## config.mk

```make
export PLATFORM = sky130hd
export DESIGN_NAME = photon_ise_arb_flat
export DESIGN_NICKNAME = d
export VERILOG_FILES = /design/src/rtl/photon_ise_arb_if.sv /design/src/rtl/photon_ise_arb.sv /design/src/flat_wrapper.sv
export SDC_FILE = /design/constraint.sdc
export NUM_CORES = 1
export LEC_CHECK = 0
export CAP_MARGIN = 5
export CORE_AREA = 2 2 134 136
export CTS_CLUSTER_DIAMETER = 30
export DETAILED_ROUTE_END_ITERATION = 10
export DIE_AREA = 0 0 136 138
export GPL_TIMING_DRIVEN = 0
export PLACE_DENSITY = 0.73
export SETUP_SLACK_MARGIN = 0.5
export SLEW_MARGIN = 20
export SYNTH_ARGS = -nofsm -noshare
export SYNTH_HDL_FRONTEND = slang
export SYNTH_SLANG_ARGS = --single-unit
```

## constraint.sdc

```tcl
create_clock -name ise_clk -period 12.9 [get_ports ise_clk]
set_input_delay 2.58 -clock ise_clk [delete_from_list [all_inputs] [get_ports ise_clk]]
set_output_delay 2.58 -clock ise_clk [all_outputs]
set_load 0.005 [all_outputs]
```

## src/rtl/photon_ise_arb_if.sv

```systemverilog
// Requester-side request/response bundle for the PHOTON step ISE arbiter.
// master = requester (core execute stage or permutation sequencer), slave = arbiter.
interface photon_ise_arb_if;
    localparam int unsigned FN_W   = 6;
    localparam int unsigned IMM_W  = 7;
    localparam int unsigned DATA_W = 32;

    logic              req_val;
    logic              req_rdy;
    logic [FN_W-1:0]   fn;
    logic [IMM_W-1:0]  imm;
    logic [DATA_W-1:0] in1;
    logic [DATA_W-1:0] in2;
    logic              rsp_val;
    logic              rsp_rdy;
    logic [DATA_W-1:0] rsp_data;
    logic              rsp_err;

    modport master (
        output req_val, fn, imm, in1, in2, rsp_rdy,
        input  req_rdy, rsp_val, rsp_data, rsp_err
    );

    modport slave (
        input  req_val, fn, imm, in1, in2, rsp_rdy,
        output req_rdy, rsp_val, rsp_data, rsp_err
    );
endinterface

```

## src/rtl/photon_ise_arb.sv

```systemverilog
// Two-requester arbiter/sequencer for the shared PHOTON step ISE: one request in flight,
// one ISE cycle per request, registered result returned on a valid/ready response.
module photon_ise_arb #(
    parameter bit FIXED_PRIO = 1'b0,
    parameter bit RR_INIT    = 1'b0
) (
    input  logic                ise_clk,
    input  logic                ise_rst,
    photon_ise_arb_if.slave     a,
    photon_ise_arb_if.slave     b,
    output logic [5:0]          x_fn,
    output logic [6:0]          x_imm,
    output logic [31:0]         x_in1,
    output logic [31:0]         x_in2,
    output logic                x_val,
    input  logic                x_oval,
    input  logic [31:0]         x_out
);
    localparam int unsigned FN_W   = 6;
    localparam int unsigned IMM_W  = 7;
    localparam int unsigned DATA_W = 32;

    typedef enum logic [1:0] {
        IDLE  = 2'd0,
        ISSUE = 2'd1,
        RESP  = 2'd2
    } state_t;

    state_t              state_q, state_d;
    logic                rr_q, rr_d;
    logic                owner_q;
    logic [FN_W-1:0]     fn_q;
    logic [IMM_W-1:0]    imm_q;
    logic [DATA_W-1:0]   in1_q;
    logic [DATA_W-1:0]   in2_q;
    logic [DATA_W-1:0]   data_q;
    logic                err_q;
    logic                grant_a;
    logic                grant_b;

    // Next-state, arbitration and rr update; rr = 1 means B is preferred on a collision.
    always_comb begin
        state_d = state_q;
        rr_d    = rr_q;
        grant_a = 1'b0;
        grant_b = 1'b0;
        unique case (state_q)
            IDLE: begin
                if (a.req_val && (!b.req_val || FIXED_PRIO || !rr_q)) begin
                    grant_a = 1'b1;
                end else if (b.req_val) begin
                    grant_b = 1'b1;
                end
                if (grant_a || grant_b) begin
                    state_d = ISSUE;
                    if (!FIXED_PRIO) begin
                        rr_d = grant_a;
                    end
                end
            end
            ISSUE: state_d = RESP;
            RESP: begin
                if (owner_q ? b.rsp_rdy : a.rsp_rdy) begin
                    state_d = IDLE;
                end
            end
            default: state_d = IDLE;
        endcase
    end

    always_ff @(posedge ise_clk or posedge ise_rst) begin
        if (ise_rst) begin
            state_q <= IDLE;
            rr_q    <= RR_INIT;
            owner_q <= 1'b0;
            fn_q    <= '0;
            imm_q   <= '0;
            in1_q   <= '0;
            in2_q   <= '0;
            data_q  <= '0;
            err_q   <= 1'b0;
        end else begin
            state_q <= state_d;
            rr_q    <= rr_d;
            if (grant_a || grant_b) begin
                owner_q <= grant_b;
                fn_q    <= grant_b ? b.fn  : a.fn;
                imm_q   <= grant_b ? b.imm : a.imm;
                in1_q   <= grant_b ? b.in1 : a.in1;
                in2_q   <= grant_b ? b.in2 : a.in2;
            end
            // Unclaimed requests complete with zero data and the error flag.
            if (state_q == ISSUE) begin
                data_q <= x_oval ? x_out : DATA_W'(0);
                err_q  <= ~x_oval;
            end
        end
    end

    // req_rdy is gated by reset so both requesters see 0 while reset is held.
    assign a.req_rdy  = grant_a && !ise_rst;
    assign b.req_rdy  = grant_b && !ise_rst;
    assign a.rsp_val  = (state_q == RESP) && !owner_q;
    assign b.rsp_val  = (state_q == RESP) &&  owner_q;
    assign a.rsp_data = data_q;
    assign b.rsp_data = data_q;
    assign a.rsp_err  = err_q;
    assign b.rsp_err  = err_q;

    assign x_val = (state_q == ISSUE);
    assign x_fn  = fn_q;
    assign x_imm = imm_q;
    assign x_in1 = in1_q;
    assign x_in2 = in2_q;
endmodule

```

## src/flat_wrapper.sv

```systemverilog
// flat-port wrapper written by rule: the top's interface ports become plain ports
module photon_ise_arb_flat 
#(
    parameter bit FIXED_PRIO = 1'b0,
    parameter bit RR_INIT    = 1'b0
)
  (ise_clk, ise_rst, x_fn, x_imm, x_in1, x_in2, x_val, x_oval, x_out, a_req_val, a_fn, a_imm, a_in1, a_in2, a_rsp_rdy, a_req_rdy, a_rsp_val, a_rsp_data, a_rsp_err, b_req_val, b_fn, b_imm, b_in1, b_in2, b_rsp_rdy, b_req_rdy, b_rsp_val, b_rsp_data, b_rsp_err);
  photon_ise_arb_if a_i ();
  photon_ise_arb_if b_i ();
  input  logic ise_clk;
  input  logic ise_rst;
  output logic [5:0] x_fn;
  output logic [6:0] x_imm;
  output logic [31:0] x_in1;
  output logic [31:0] x_in2;
  output logic x_val;
  input  logic x_oval;
  input  logic [31:0] x_out;
  input wire logic [$bits(a_i.req_val)-1:0] a_req_val;
  input wire logic [$bits(a_i.fn)-1:0] a_fn;
  input wire logic [$bits(a_i.imm)-1:0] a_imm;
  input wire logic [$bits(a_i.in1)-1:0] a_in1;
  input wire logic [$bits(a_i.in2)-1:0] a_in2;
  input wire logic [$bits(a_i.rsp_rdy)-1:0] a_rsp_rdy;
  output wire logic [$bits(a_i.req_rdy)-1:0] a_req_rdy;
  output wire logic [$bits(a_i.rsp_val)-1:0] a_rsp_val;
  output wire logic [$bits(a_i.rsp_data)-1:0] a_rsp_data;
  output wire logic [$bits(a_i.rsp_err)-1:0] a_rsp_err;
  input wire logic [$bits(b_i.req_val)-1:0] b_req_val;
  input wire logic [$bits(b_i.fn)-1:0] b_fn;
  input wire logic [$bits(b_i.imm)-1:0] b_imm;
  input wire logic [$bits(b_i.in1)-1:0] b_in1;
  input wire logic [$bits(b_i.in2)-1:0] b_in2;
  input wire logic [$bits(b_i.rsp_rdy)-1:0] b_rsp_rdy;
  output wire logic [$bits(b_i.req_rdy)-1:0] b_req_rdy;
  output wire logic [$bits(b_i.rsp_val)-1:0] b_rsp_val;
  output wire logic [$bits(b_i.rsp_data)-1:0] b_rsp_data;
  output wire logic [$bits(b_i.rsp_err)-1:0] b_rsp_err;
  assign a_i.req_val = a_req_val;
  assign a_i.fn = a_fn;
  assign a_i.imm = a_imm;
  assign a_i.in1 = a_in1;
  assign a_i.in2 = a_in2;
  assign a_i.rsp_rdy = a_rsp_rdy;
  assign a_req_rdy = a_i.req_rdy;
  assign a_rsp_val = a_i.rsp_val;
  assign a_rsp_data = a_i.rsp_data;
  assign a_rsp_err = a_i.rsp_err;
  assign b_i.req_val = b_req_val;
  assign b_i.fn = b_fn;
  assign b_i.imm = b_imm;
  assign b_i.in1 = b_in1;
  assign b_i.in2 = b_in2;
  assign b_i.rsp_rdy = b_rsp_rdy;
  assign b_req_rdy = b_i.req_rdy;
  assign b_rsp_val = b_i.rsp_val;
  assign b_rsp_data = b_i.rsp_data;
  assign b_rsp_err = b_i.rsp_err;
  photon_ise_arb #(.FIXED_PRIO(FIXED_PRIO), .RR_INIT(RR_INIT)) u_core (.ise_clk(ise_clk), .ise_rst(ise_rst), .a(a_i), .b(b_i), .x_fn(x_fn), .x_imm(x_imm), .x_in1(x_in1), .x_in2(x_in2), .x_val(x_val), .x_oval(x_oval), .x_out(x_out));
endmodule
```

======== Word level (Yosys, flattened, before mapping) ========
Index checks and enable logic that the tools add are counted.
cells by class
  reduce and logical (&&, ||, !) cells .... 15
  mux-type cells .......................... 16
  bitwise logic cells ..................... 1
  equality and inequality tests ........... 4
operators with widths
  cell                count
  $mux 32             3
  $mux 1              8
  $mux 7              1
  $mux 6              1
  $pmux 2 s3          1
  $logic_and 1x1->1   5
  $logic_not 1->1     4
  $mux 2              2
  $ne 2x1->1 const B  2
  $reduce_and 2->1    2
  $logic_or 1x1->1    3
  $eq 2x1->1 const B  1
  $eq 2x2->1 const B  1
  $logic_not 2->1     1
  $not 1->1           1
storage, ports and cells
  input port bits ......................... 193
  logic and storage cells ................. 45
  register bits after elaboration ......... 114
  output and inout bits ................... 148

======== Logic depth before layout (Yosys ltp) ========
  word-level depth ........................ 8
  depth in mapped cells ................... 7
  mapped depth without buffers ............ 3

======== Least setup slack after synthesis ========
OpenSTA, ideal clock, no wires.
  path type ............................... in2out
  start ................................... in ise_rst
  end ..................................... out b_req_rdy
  required time ........................... 10.320 ns
  arrival ................................. 5.305 ns
  buffers on the path ..................... 0
  setup slack ............................. 5.015 ns
  stages .................................. 2
  cells stage by stage .................... inv_1 -> and2_1
between the ends
  cells in the longest elaborated chain, start to end .. 2
RTL lines
  element                    RTL line               source
  start, declared            flat_wrapper.sv:11     input logic ise_rst;
  $logic_not 1->1 (no line)  n/a
  $logic_and 1x1->1          photon_ise_arb.sv:102  assign b.req_rdy = grant_b && !ise_rst;
  end, declared              flat_wrapper.sv:35     output wire logic [$bits(b_i.req_rdy)-1:0] b_req_rdy;
Every way passes these cells.

======== Final worst setup path ========
  start ................................... in a_req_val
  end ..................................... out b_req_rdy
between the ends
  cells in the longest elaborated chain, start to end .. 5
RTL lines
  element              RTL line               source
  start, declared      flat_wrapper.sv:19     input wire logic [$bits(a_i.req_val)-1:0] a_req_val;
  $logic_and 1x1->1    photon_ise_arb.sv:49   if (a.req_val && (!b.req_val || FIXED_PRIO || !rr_q)) begin
  $mux 1               photon_ise_arb.sv:49
  $mux 1 (2 in a row)  photon_ise_arb.sv:47   unique case (state_q)
  $logic_and 1x1->1    photon_ise_arb.sv:102
Every way passes these cells. The select of a mux whose other input is x is not followed.

==> results_dict.tcl <==
set metrics [dict create \
    status "finished, final reports clean" \
    synthesis.area_mm2 0.00583 \
    met1Wirelength_um 8950 \
    die_y_um 138 \
    muxShareOfSynthArea_pct 0.193 \
    seqPwrFrac_pct 28.9 \
    rows 49 \
    clk_transition_reported_paths_ps 50 \
    hold_buffers 0 \
    synth_top_family_by_area "compound AO/OA/AOI/OAI gates" \
    drc 0 \
    final_antenna_net_count 0 \
    synth_simple_gate_area_share_pct 13.5 \
    cts_root_buffer "clkbuf_16" \
    peakVddDrop_v 0.000109 \
    dr.pass1.iters 7 \
    crit_arrival_ps 4850 \
    ys_seq_area_share_pct 48.9 \
    start_kind "primary input" \
    top_layer_used "met4" \
    grt_usage_pct 25.2 \
    finalWirelength_um 23700 \
    clockBufferDepth 2 \
    routed_via_density 5.27 \
    powerDensity_mw_per_mm2 217 \
    finalHoldViolCount 0 \
    worst_hold_path_type "reg2reg" \
    switching_share_pct 36.2 \
    postLayoutCoreUtil_pct 57.3 \
    coreArea_mm2 0.0175 \
    synth_compound_area_share_pct 22.9 \
    num_antenna_cells 0 \
    grt_remaining_overflow 0 \
    syn_inst 645 \
    power.leakage_nw 4.20 \
    worst_pin_slew_ps 746 \
    ioPinCount 341 \
    p_comb_share_pct 51.9 \
    clkLatencyLatePin_ps 410 \
    p_int_mw 1.39 \
    syn_avg_cell_area_um2 9.04 \
    yosysTopAreaCell "dfrtp_1" \
    fin_cells 1241 \
    yosys_warnings 0 \
    synth_cell_type_count 24 \
    final.min_clock_period_ps 7430 \
    nets 1196 \
    synth_fa_ha_area_share_pct 0 \
    cts-resized-gates 0 \
    synthXorXnorAreaFrac_pct 0 \
    ys_seq_elements 114 \
    maxCapViolCount 0 \
    crit_path_end_kind "output port" \
    chipWidth_um 136 \
    synthToLayoutAreaGrowth_pct 72.2 \
    cts_tree "yes" \
    slew_violations 0 \
    grt_pass1_vias 6627 \
    synth_area_leaders "dfrtp_1 (49%), o311ai_1 (10%), o21ai_0 (8.9%)" \
    wl_met3_um 2120 \
    timing.setup.tns_ps 0 \
    synth_fp_nets 838 \
    start_util_pct 33.3 \
    synth_top_area_share_pct 48.9 \
    place_inst 1213 \
    drive_above_1_share_pct 8.40 \
    critPathKind "in2out" \
    cp_max_fo 10 \
    wl_met2_um 12000 \
    rsz0062_at_grt "false" \
    setup_violations 0 \
    numCtsBuffers 17 \
    cts_setup_buffers 0 \
    grt_pass1_wl_um 36300 \
    hpwl_um 17800 \
    max_freq_mhz 135 \
    crit_required_ps 10320 \
    grt_max_degree 64 \
    drtIter0Drc 418 \
    skew_ps 6.64 \
    min_period_over_period_pct 57.6 \
    clock_power_share_pct 19.2 \
    dieArea_mm2 0.0188 \
    relSlewSlack_pct 50.2 \
    antenna_found_initial 0 \
    switching_power_mw 0.788 \
    numPortBuffers 338 \
    clock-sinks 114 \
    wl_per_cell_um 19.1 \
    place.gp.congestion 0.870 \
    num_vias 6546 \
    cts_max_level 4 \
]
==> Yosys cell counts <==
cell type / n
mux2_2: 1
o311ai_2: 10
nand2b_1: 3
a21oi_1: 1
o311ai_1: 67
buf_2: 10
inv_1: 81
a31oi_1: 1
buf_1: 2
nand2_1: 66
buf_6: 2
and3_1: 1
buf_4: 33
a211oi_1: 1
or2_1: 1
and2_1: 1
a21o_1: 1
nand4_1: 77
nor2_4: 1
o21ai_1: 8
nor2_1: 3
dfrtp_1: 114
clkbuf_1: 56
o21ai_0: 104
==> kinds of logic (layout without fill, tap and decap cells) <==
logic type | Yosys count | after routing
flip-flops | 114 | 114
buffers and inverters | 184 | 551
AO/OA/AOI/OAI | 193 | 193
multiplexers | 1 | 1
AND/OR/NAND/NOR | 153 | 153
==> placed cells by master, fill, tap and decap left out, drive strengths merged <==
cell type      netlist  layout
clkdlybuf4s50        0     338
dfrtp              114     114
o21ai              112     112
inv                 81      81
clkbuf              56      78
nand4               77      77
o311ai              77      77
nand2               66      66
buf                 47      48
clkinv               0       4
nor2                 4       4
nand2b               3       3
clkinvlp             0       2
and3                 1       1
or2                  1       1
a211oi               1       1
and2                 1       1
a21o                 1       1
a21oi                1       1
a31oi                1       1
mux2                 1       1
==> power groups by stage <==
stage	clock network (mW)	logic (mW)	registers (mW)
3_5_place_dp	0	1.14	0.635
5_1_grt	0.439	1.23	0.647
6_report	0.418	1.13	0.630
2_1_floorplan	0	0.482	0.634
4_1_cts	0.422	1.14	0.630
3_3_place_gp	0	1.12	0.627
==> routing by layer <==
| metal | GRT usage, % | vias up |
|---|---|---|
| met5 | 0 | - |
| met4 | 9.54 | 0 |
| met3 | 7.77 | 45 |
| met2 | 43.0 | 346 |
| met1 | 29.6 | 3157 |
| li1 | - | 2998 |
==> through the flow <==
| step | setup WS, ps | hold WS (ps) | area, um^2 | power (mW) |
|---|---|---|---|---|
| finish | 5470 | 508 | 10000 | 2.18 |
| global route | 5280 | 518 | 10000 | 2.32 |
| CTS | 5440 | 508 | 10000 | 2.19 |
| detailed placement | 5440 | 497 | 9530 | 1.77 |
| global placement | 2930 | 483 | 9500 | 1.75 |
| floorplan | 5010 | 464 | 5830 | 1.12 |
==> final cells by class <==
class	count	area, um^2
plain buffers	103	538
clock inverters	6	35.0
well taps	229	287
inverters	81	309
flip-flops and latches	114	2850
repair buffers	339	3410
clock buffers	22	474
fillers	1631	7490
multi-input cells	347	2140
==> final timing paths <==
check | to | cells after the start | start | slack [ps]
min in group asynchronous | u_core.x_in2[8] | 2 | ise_rst | 2630
min reg2reg | u_core.a.rsp_data[27] | 2 | u_core.a.rsp_data[27] | 510
min | u_core.a.rsp_data[27] | 2 | u_core.a.rsp_data[27] | 510
max | b_req_rdy | 8 | a_req_val | 5470
max in group asynchronous | u_core.x_imm[0] | 3 | ise_rst | 9570
max reg2reg | u_core.x_in1[2] | 5 | u_core.state_q[0] | 10830
==> state kept, by name (all words and copies together) (netlist names) <==
signal and cells:
u_core.x_in1 32, u_core.x_in2 32, u_core.a.rsp_data 32, u_core.owner_q 1, u_core.x_imm 7, u_core.a.rsp_err 1
u_core.rr_q 1, u_core.state_q 2, u_core.x_fn 6
==> critical path: stages <==
cell,delay [ps]
clkdlybuf4s50_1,490
nand2b_1,110
clkbuf_1,280
and3_1,190
buf_2,220
buf_2,300
and2_1,170
clkdlybuf4s50_1,500
Note: power is estimated with default switching activity, not from simulation.
==> RTL edit 1: new RTL, config.mk and constraints unchanged <==
`FIXED_PRIO` is set to 1'b0 in 2 places; all go to 1'b1.
--- a/src/rtl/photon_ise_arb.sv
+++ b/src/rtl/photon_ise_arb.sv
@@ -2,5 +2,5 @@
 // one ISE cycle per request, registered result returned on a valid/ready response.
 module photon_ise_arb #(
-    parameter bit FIXED_PRIO = 1'b0,
+    parameter bit FIXED_PRIO = 1'b1,
     parameter bit RR_INIT    = 1'b0
 ) (
--- a/src/flat_wrapper.sv
+++ b/src/flat_wrapper.sv
@@ -2,5 +2,5 @@
 module photon_ise_arb_flat 
 #(
-    parameter bit FIXED_PRIO = 1'b0,
+    parameter bit FIXED_PRIO = 1'b1,
     parameter bit RR_INIT    = 1'b0
 )
Function: changed (Yosys sat finds a counterexample within 4 cycles, from zero or initial values and one cycle with ise_rst high).
==> RTL edit 1 against the original RTL <==
Fmax increased by 2.2%. Synthesized cell count decreased by 16%. Area after synthesis shrank 13%. Wire length down 21%. First-iteration DRC count decreased by 56%. Total power down 4.4%. Clock skew barely moved. Global-route usage down 5.0 points. Cell area fell by 5.9%. Hold slack lost 8.4 ps. Critical path depth decreased by 1. Sequential cell count fell by 1. Setup slack improved by 160 ps. Highest routed layer is now met5.
==> RTL edit 1: results (changes against the original RTL) <==
Parameter                              Value

Global route
  Total global routing track utilization ... 20.21% (-5.0 points)
  Largest net degree at the start of global routing ... 67 (+4.7%)
  Global routing met1 resource utilization ... 23.88% (-5.7 points)
  Global routing usage on met3 ... 6.381% (-1.4 points)
  Wire length of the first global-routing pass ... 29,190 um (-20%)
  Number of global-route vias before repair ... 5,403 (-18%)
  Met2 demand-to-capacity share in global routing ... 33.38% (-9.6 points)

Yosys
  Post-Syn Nets ... 732 (-13%)
  Portion of the post-synthesis area used by sequential elements ... 55.84% (+6.9 points)
  Number of unique standard cell types used by synthesis ... 19 (-21%)
  Compound-cell area share of the yosys netlist ... 23.03% (+0.12 points)
  Synthesized area per cell ... 9.394 sq um (+3.9%)
  Proportion of synthesized area in mux cells ... 0.2224% (+0.029 points)
  Top post-synthesis cells by area ... sky130_fd_sc_hd__dfrtp_1 (56%), sky130_fd_sc_hd__a21oi_1 (7.8%), sky130_fd_sc_hd__o22ai_1 (7.2%)

Routing
  Met1 wire length ... 7500 um (-16%)
  Number of detailed-route iterations in the first pass ... 4 (-3)
  Starting DRT DRC Count ... 182 (-56%)
  WL met3 ... 1482 um (-30%)
  Routed wl met2 ... 9220 um (-23%)
  Highest metal layer with signal wires ... met5
  Average wire per cell in the routed design ... 16.50 um (-14%)

STA
  Hold WS ... 499.2 ps (-8.393 ps)
  PnR worst setup slack ... 5630 ps (+157.2 ps)

Placement
  Dpl cell area ... 8776 sq um (-8.0%)
  Number of port buffers ... 339 (+0.30%)
  Post-Place Cells ... 1,108 (-8.7%)
  Final HPWL DP ... 14,560 um (-18%)

Power and ir drop
  Maximum vdd ir drop ... 0.09909 mV (-9.1%)
  Leakage ... 3.820 nW (-9.0%)

Critical path
  Flop-to-flop setup slack ... 10,950 ps (+120 ps)
  Critical Path AT ... 4690 ps (-160 ps)
  Slowest cell delay on critical path ... 520 ps (+20 ps)

Layout
  Proportion of layout cells with a drive suffix above 1 ... 10.76% (+2.4 points)

Status
  Run status ... complete, no violations
RTL edit 1: layout make-up:
cell class                 instances  area [sq um]
fill                            1598          8088
timing repair buffer             340          3421
sequential                       113          2828
multi-input combinational        344          1773
clock buffer                      20         466.7
buffer                            79         451.7
tap                              229         286.5
clock inverter                    12         203.9
inverter                           3         16.27
RTL edit 1: final timing paths:
kind / to / start / cells after the start
min in group asynchronous: u_core.x_in1[22] / ise_rst / 2
setup / recovery: b_req_rdy / a_req_val / 7
hold reg to reg: u_core.a.rsp_data[15] / u_core.a.rsp_data[15] / 2
max in group asynchronous: u_core.x_in2[16] / ise_rst / 3
hold / removal: u_core.a.rsp_data[15] / u_core.a.rsp_data[15] / 2
setup reg to reg: u_core.x_in2[5] / u_core.state_q[0] / 6
RTL edit 1: report_power, final:
group	switching (mW)	internal [mW]	total [mW]
clock network	0.170	0.359	0.529
registers	0.101	0.515	0.616
logic	0.394	0.544	0.938
==> RTL edit 2: new RTL, same settings <==
Without the edit above. Encoding of `state_t`: now one-hot (3 bits for 3 states).
--- a/src/rtl/photon_ise_arb.sv
+++ b/src/rtl/photon_ise_arb.sv
@@ -21,8 +21,8 @@
     localparam int unsigned DATA_W = 32;
 
-    typedef enum logic [1:0] {
-        IDLE  = 2'd0,
-        ISSUE = 2'd1,
-        RESP  = 2'd2
+    typedef enum logic [2:0] {
+        IDLE  = 3'b001,
+        ISSUE = 3'b010,
+        RESP  = 3'b100
     } state_t;
 
Check against the original RTL: no difference found for any inputs over 10 cycles, from zero or initial values and one cycle with ise_rst high; not proved beyond that.
==> RTL edit 2 against the original RTL <==
Sequential cell count grew 1. Total power rose by 10%. Wire length rose by 4.9%. Setup slack improved by 92 ps. Cell area rose by 3.1%. Non-clock buffer count increased by 20. Area after synthesis increased by 4.0%. Die area is the same. Hold slack worse by 4.9 ps.
==> RTL edit 2: results (changes against the original RTL) <==
Parameter                              Value

Layout
  Count of placed standard cells in the final layout, fillers left out ... 1,271 (+2.4%)
  Total Nets Final ... 1,222 (+2.2%)
  Fillers ... 1,616 (-0.92%)
  Proportion of layout cells with a drive suffix above 1 ... 10.37% (+2.0 points)

Critical path
  Flop-to-flop setup slack ... 10,840 ps (about the same)
  Critical Path AT ... 4760 ps (-90 ps)
  R2r startpoint ... u_core.state_q[0]

Yosys
  Compound-cell area share of the yosys netlist ... 27.68% (+4.8 points)
  Gate Count Post-Synth ... 671 (+4.0%)
  Seq cells post-synth ... 115 (+0.88%)
  Post-synthesis xor/xnor area fraction ... 0% (unchanged)
  Leading cell types by count after synthesis ... sky130_fd_sc_hd__dfrtp_1 (114), sky130_fd_sc_hd__a21oi_1 (79), sky130_fd_sc_hd__a31oi_1 (78)
  Number of unique standard cell types used by synthesis ... 31 (+29%)
  Proportion of synthesized area in mux cells ... 0.1856% (-0.0075 points)
  Share of the synthesized area in the top cell type ... 47.02% (-1.9 points)
  Portion of the post-synthesis area used by sequential elements ... 47.45% (-1.5 points)
  Top post-synthesis cells by area ... sky130_fd_sc_hd__dfrtp_1 (47%), sky130_fd_sc_hd__o31ai_1 (8.5%), sky130_fd_sc_hd__a31oi_1 (8.0%)

STA
  Worst clock skew ... 10.81 ps (+4.172 ps)
  Hold WS ... 502.7 ps (-4.905 ps)
  Actual transition at the worst max-transition pin ... 673.8 ps (-72.62 ps)

Power and ir drop
  Maximum vdd ir drop ... 0.09392 mV (-14%)
  Cell Int Power ... 1.506 mW (+8.3%)

Worst hold path
  Worst Min Path Start ... u_core.a.rsp_data[22]
  Hold worst-path end ... u_core.a.rsp_data[22]

Routing
  Average wire per cell in the routed design ... 19.59 um (+2.4%)
  Number of detailed-route iterations in the first pass ... 5 (-2)
  Met1 wire length ... 9204 um (+2.8%)
  Routed wl met2 ... 12,600 um (+5.4%)
  DR vias ... 6,984 (+6.7%)
  WL met3 ... 2350 um (+11%)
  Starting DRT DRC Count ... 423 (+1.2%)
  Count of nets left with antenna violations after detail routing ... 0 (unchanged)

Global route
  Wire length of the first global-routing pass ... 37,280 um (+2.7%)
  Largest net degree at the start of global routing ... 73 (+14%)
  Met2 demand-to-capacity share in global routing ... 44.12% (+1.1 points)
  Initial antenna violation count ... 1 (+1)
  Global routing usage on met3 ... 7.884% (+0.11 points)
  Total global routing track utilization ... 25.87% (+0.64 points)

Placement
  GPL Wtd Cong ... 0.8382 (-3.7%)
  Post-placement setup slack ... 5568 ps (+126.5 ps)
  Final HPWL DP ... 18,670 um (+4.7%)
  Dpl cell area ... 9769 sq um (+2.5%)

CTS
  Maximum buffer depth of the clock tree ... 2 (unchanged)

Status
  Run status ... complete, no violations
## RTL edit 2: changes by cell type in the layout (fill, tap and decap cells not counted), moves of 8 or more
cell,delta
sky130_fd_sc_hd__o311ai_1,-67
sky130_fd_sc_hd__o311ai_2,-10
sky130_fd_sc_hd__a31oi_1,+77
sky130_fd_sc_hd__inv_1,-78
sky130_fd_sc_hd__a21oi_1,+78
sky130_fd_sc_hd__buf_2,+15
sky130_fd_sc_hd__o21ai_0,-70
sky130_fd_sc_hd__o31ai_2,+8
sky130_fd_sc_hd__o31ai_1,+69
sky130_fd_sc_hd__o21ai_1,-8
## RTL edit 2: cell families (layout without fill, tap and decap cells)
kind of cell / count (synthesis) / in the layout
buffers and inverters: 127 / 497
other: 0 / 1
muxes: 1 / 1
DFF: 115 / 115
and+or+nand+nor: 159 / 159
AOI/OAI and AO/OA: 269 / 269
## RTL edit 2: power by group through the flow
stage	Sequential (mW)	Combinational, mW	Clock (mW)
2_1_floorplan	0.657	0.586	0
3_3_place_gp	0.653	1.27	0
3_5_place_dp	0.659	1.29	0
4_1_cts	0.657	1.29	0.469
5_1_grt	0.678	1.39	0.486
6_report	0.657	1.28	0.463
## RTL edit 2: layout make-up
cell class	count	share of cell area, %
buffer	123	6.262
multi-input combinational	429	24.40
inverter	4	0.1934
tap	229	2.768
antenna	1	0.02418
clock inverter	10	1.040
clock buffer	21	4.545
sequential	115	27.82
timing repair buffer	339	32.95
## RTL edit 2: worst max-delay path by stage
stage	slack, ps	endpoint
final	5560	b_req_rdy
after global routing	5440	b_req_rdy
after CTS	5550	b_req_rdy
after detailed placement	5570	b_req_rdy
after global placement	5190	u_core.x_in1[14]
after floorplan	6910	b_req_rdy
